[src/rtl/fetch_pc_unit_pkg.sv]
// fetch_pc_unit_pkg: shared fetch state encoding and PC constants
package fetch_pc_unit_pkg;
  typedef enum logic [1:0] {IDLE, REQ, WAIT, HOLD} fetch_state_e;
  localparam int PC_INCR = 4;
  localparam int INSTR_W_DEF = 32;
endpackage

[src/rtl/fetch_pc_unit_next_pc_calc.sv]
// next_pc_calc: combinational branch resolution and next-PC selection
module next_pc_calc import fetch_pc_unit_pkg::*; #(
  parameter int PC_W = 64
) (
  input  logic [PC_W-1:0] pc_i,
  input  logic [PC_W-1:0] imm_i,
  input  logic            uncond_i,
  input  logic            branch_i,
  input  logic            branch_nz_i,
  input  logic            zero_i,
  output logic [PC_W-1:0] next_pc_o
);
  logic taken;
  assign taken = uncond_i | (branch_i & zero_i) | (branch_nz_i & ~zero_i);
  assign next_pc_o = pc_i + (taken ? imm_i << 2 : PC_W'(PC_INCR));
endmodule

[src/rtl/fetch_pc_unit.sv]
// fetch_pc_unit: PC owner issuing one fetch at a time and handing instructions to decode
module fetch_pc_unit import fetch_pc_unit_pkg::*; #(
  parameter int PC_W    = 64,
  parameter int INSTR_W = INSTR_W_DEF,
  parameter int CNT_W   = 32
) (
  input  logic               CLK,
  input  logic               Reset,
  input  logic [PC_W-1:0]    StartPC,
  output logic               IMemReqValid,
  input  logic               IMemReqReady,
  output logic [PC_W-1:0]    IMemAddr,
  input  logic               IMemRespValid,
  input  logic [INSTR_W-1:0] IMemRespData,
  output logic [INSTR_W-1:0] Instruction,
  output logic               InstrValid,
  input  logic               InstrReady,
  output logic [PC_W-1:0]    PC,
  input  logic [PC_W-1:0]    BusImm,
  input  logic               Uncondbranch,
  input  logic               Branch,
  input  logic               BranchNZ,
  input  logic               ALUZero,
  output logic [CNT_W-1:0]   FetchCount
);
  fetch_state_e       state_q;
  logic [PC_W-1:0]    pc_q, pc_d;
  logic [INSTR_W-1:0] instr_q;
  logic [CNT_W-1:0]   cnt_q;
  logic               req_q, vld_q;

  next_pc_calc #(.PC_W(PC_W)) u_next_pc (
    .pc_i       (pc_q),
    .imm_i      (BusImm),
    .uncond_i   (Uncondbranch),
    .branch_i   (Branch),
    .branch_nz_i(BranchNZ),
    .zero_i     (ALUZero),
    .next_pc_o  (pc_d)
  );

  // req_q/vld_q track REQ/HOLD so both strobes come straight from flops
  always_ff @(posedge CLK) begin
    if (Reset) begin
      state_q <= IDLE;
      pc_q    <= '0;
      instr_q <= '0;
      cnt_q   <= '0;
      req_q   <= 1'b0;
      vld_q   <= 1'b0;
    end else begin
      case (state_q)
        IDLE: begin
          pc_q    <= StartPC;
          state_q <= REQ;
          req_q   <= 1'b1;
        end
        REQ: if (IMemReqReady) begin
          state_q <= WAIT;
          req_q   <= 1'b0;
        end
        WAIT: if (IMemRespValid) begin
          instr_q <= IMemRespData;
          state_q <= HOLD;
          vld_q   <= 1'b1;
        end
        HOLD: if (InstrReady) begin
          pc_q    <= pc_d;
          cnt_q   <= cnt_q + CNT_W'(1);
          state_q <= REQ;
          vld_q   <= 1'b0;
          req_q   <= 1'b1;
        end
        default: state_q <= IDLE;
      endcase
    end
  end

  assign IMemReqValid = req_q;
  assign IMemAddr     = pc_q;
  assign PC           = pc_q;
  assign Instruction  = instr_q;
  assign InstrValid   = vld_q;
  assign FetchCount   = cnt_q;
endmodule
[config.mk]
export PLATFORM = sky130hd
export DESIGN_NAME = fetch_pc_unit
export DESIGN_NICKNAME = d
export VERILOG_FILES = /design/src/rtl/fetch_pc_unit_pkg.sv /design/src/rtl/fetch_pc_unit_next_pc_calc.sv /design/src/rtl/fetch_pc_unit.sv
export SDC_FILE = /design/constraint.sdc
export NUM_CORES = 1
export LEC_CHECK = 0
export BUFFER_PORTS_ARGS = -buffer_cell sky130_fd_sc_hd__buf_2
export CORE_MARGIN = 2
export CORE_UTILIZATION = 47
export CTS_BUF_LIST = sky130_fd_sc_hd__clkbuf_16
export CTS_CLUSTER_DIAMETER = 40
export DETAILED_ROUTE_END_ITERATION = 6
export PLACE_DENSITY = 0.79
export SLEW_MARGIN = 20
export SYNTH_ARGS = -nofsm -noshare
export SYNTH_HDL_FRONTEND = slang
export SYNTH_SLANG_ARGS = --single-unit
[constraint.sdc]
create_clock -name CLK -period 3.8 [get_ports CLK]
set_input_delay 0.38 -clock CLK [delete_from_list [all_inputs] [get_ports CLK]]
set_output_delay 0.38 -clock CLK [all_outputs]
set_load 0.005 [all_outputs]
==> results.md <==
* Run status: completed
* Worst setup slack after layout at 271 ps
* GRT overflow at 0
* Layout cells sized above 1 at 0.327
* Worst Path Class, Setup: input port to register
* PortBufs at 360
* Final Cell Area at 13400 um^2
* Routed wire length at 36100 um
* Die X at 152 um
* Critical Path End Type: register
* Worst min-delay path class: input port to register
* CP Launch Type: input port
* Vias in the first global route at 11313
* GPL Wtd Cong at 0.974
* Synth async-reset ratio at 0
* Number of synthesized flops with an enable pin at 0
* Dpl ws at -195 ps
* Sequential share of the synthesized area at 0.257
* Final Cycle Share at 0.929
* H-tree depth at 4
* Power, Total at 0.00817 W
* Core Area at 21600 um^2
* Fill cells at 1999
* Avg Inst Size Synth at 7.44 um^2
* FF+latch count, synth at 132
* Synthesized cell area at 10300 um^2
* Root Driver: clkbuf_16
* Routed via count at 11579
* Netlist cell types at 78
* Max_cap viols at 0
* Pwr Density at 610 nW/um^2
* Post-synth top area cell: dfxtp_1
* Multi-input gate area at 6820 um^2
* Dpl cell area at 12800 um^2
* Commonest cells in the netlist: 212 x nand2_1, 156 x a21oi_1, 132 x dfxtp_1
* Clk_skew at 10.8 ps
* Initial antenna violation count at 7
* Worst EP arrival at 3870 ps
* Die area at 23100 um^2
* Largest cells by area after synthesis: dfxtp_1 26%, ha_1 8.2%, nand2_1 7.7%
* YS warnings at 0
* Antenna-violating nets left at 0
* Max Root-Sink Buffers at 2
* Slew Viols, Final at 0
* Hold_ws at 184 ps
* P&R area growth vs syn at 30.3%
* DRC viols at 0
* Std cell rows at 54
* Most common flop cell mapped by yosys: dfxtp_1
* Vias per inst at 5.60
* Initial Util at 0.475
* Min Tclk post-route at 3530 ps
* I/O pin cnt at 363
* Peak VDD IR at 0.275 mV
* WL/cell at 17.4 um
* Final hold vios at 0
* Setup repair bufs after CTS at 0
* Die Ht at 152 um
* Total iterations of the first detailed-routing run at 6
* Clock Sinks at 132
* Largest net degree at the start of global routing at 98
* Post-CTS sizing at 0
* Clock Pin Slew Worst Setup and Hold Paths at 70 ps
* Max Fclk at 0.283 GHz
* Post-synth top area share at 0.257
* Leakage at 6.43 nW
* Syn_nets at 1618
* Top-count cell post-synth: nand2_1
* Relative slew slack at 0.292
* Maximum fanout along the worst path at 23
* Nets at 2008
* Post-DP HPWL at 28000 um
* Clk_lat worst skew at 430 ps
* GRT Total Usage at 0.301
* Cts hold-fix bufs at 0
* RSZ-0062 raised after global routing: no
* First-pass GRT wire length at 57100 um
* Setup violators final at 0
* Register Area at 2640 um^2
* Worst slew pin tran at 1060 ps
* Syn Inst Count at 1381
* Critical path required time at 4140 ps
* TritonCTS Buffers at 17
* CTS tree: built
* DR iter-0 viols at 834
[area by class of cell]
| class | count | area share |
|---|---|---|
| clock inverters | 15 | 0.0117 |
| inverters | 22 | 0.00617 |
| multi-input cells | 1093 | 0.509 |
| diodes | 4 | 0.000747 |
| well taps | 280 | 0.0262 |
| flip-flops and latches | 132 | 0.197 |
| repair buffers | 505 | 0.217 |
| clock buffers | 17 | 0.0318 |
[final timing paths]
check | start | to | slack, ps | cells past startpoint
setup / recovery | BranchNZ | IMemAddr[51] | 270 | 17
hold / removal | IMemRespData[15] | Instruction[15] | 180 | 3
setup reg to reg | IMemAddr[2] | IMemAddr[54] | 570 | 11
hold reg to reg | Instruction[9] | Instruction[9] | 450 | 2
[per-stage QoR]
| step | setup TNS [ps] | instances | util |
|---|---|---|---|
| global route | 0 | 2066 | 0.619 |
| floorplan | 0 | 1381 | - |
| detailed placement | -1450 | 2032 | 0.592 |
| global placement | -655 | 2032 | 0.592 |
| finish | 0 | 2068 | 0.620 |
| CTS | 0 | 2064 | 0.619 |
[placed cells by master (no fill, tap or decap), drive strengths merged, types with 6 or more instances in the layout]
master	n
a2111oi	11
a211oi	16
a21o	28
a21oi	163
a22oi	23
a31o	8
a31oi	15
and2	6
and3	14
buf	505
clkbuf	17
dfxtp	132
ha	67
inv	31
mux2i	10
nand2	214
nand2b	14
nand3	34
nand4	25
nor2	116
nor2b	72
nor3	21
nor4	8
o211ai	11
o21a	9
o21ai	51
o21bai	12
o22ai	6
or3	14
xnor2	27
xor2	49
[layer usage]
| metal | track usage | part of all wire |
|---|---|---|
| met1 | 0.367 | 0.41 |
| met2 | 0.507 | 0.47 |
| met3 | 0.0773 | 0.084 |
| met4 | 0.122 | 0.035 |
| met5 | 0 | 0.00067 |
[report_power, final]
part | leakage (nW) | total (W) | switching [W] | internal (W)
Combinational | 5.07 | 0.00451 | 0.00250 | 0.00201
Clock | 0.280 | 0.00167 | 0.000787 | 0.000878
Sequential | 1.08 | 0.00200 | 0.000324 | 0.00167
Total | 6.43 | 0.00817 | 0.00361 | 0.00456
[kinds of logic after synthesis]
logic type	synth area share
flops	0.257
simple gates	0.255
buf+inv	0.0816
xor+xnor	0.0648
mux	0.00974
compound gates	0.249
fa+ha+maj	0.0835
[state kept, by name (all words and copies together) (netlist names)]
name / count
FetchCount: 32
InstrValid: 1
IMemReqValid: 1
IMemAddr: 64
Instruction: 32
state_q: 2
[critical path, stage by stage]
cell	delay, ps
buf_2	90
nor2b_1	140
a211oi_4	360
buf_4	380
nor2b_1	140
ha_1	360
nand2_2	120
nor4_1	330
buf_4	170
o211ai_1	70
nand3_1	190
a211oi_2	110
buf_4	160
o41ai_4	280
xor2_1	230
nor2_1	80
a311oi_1	250
Note: power is estimated with default switching activity, not from simulation.
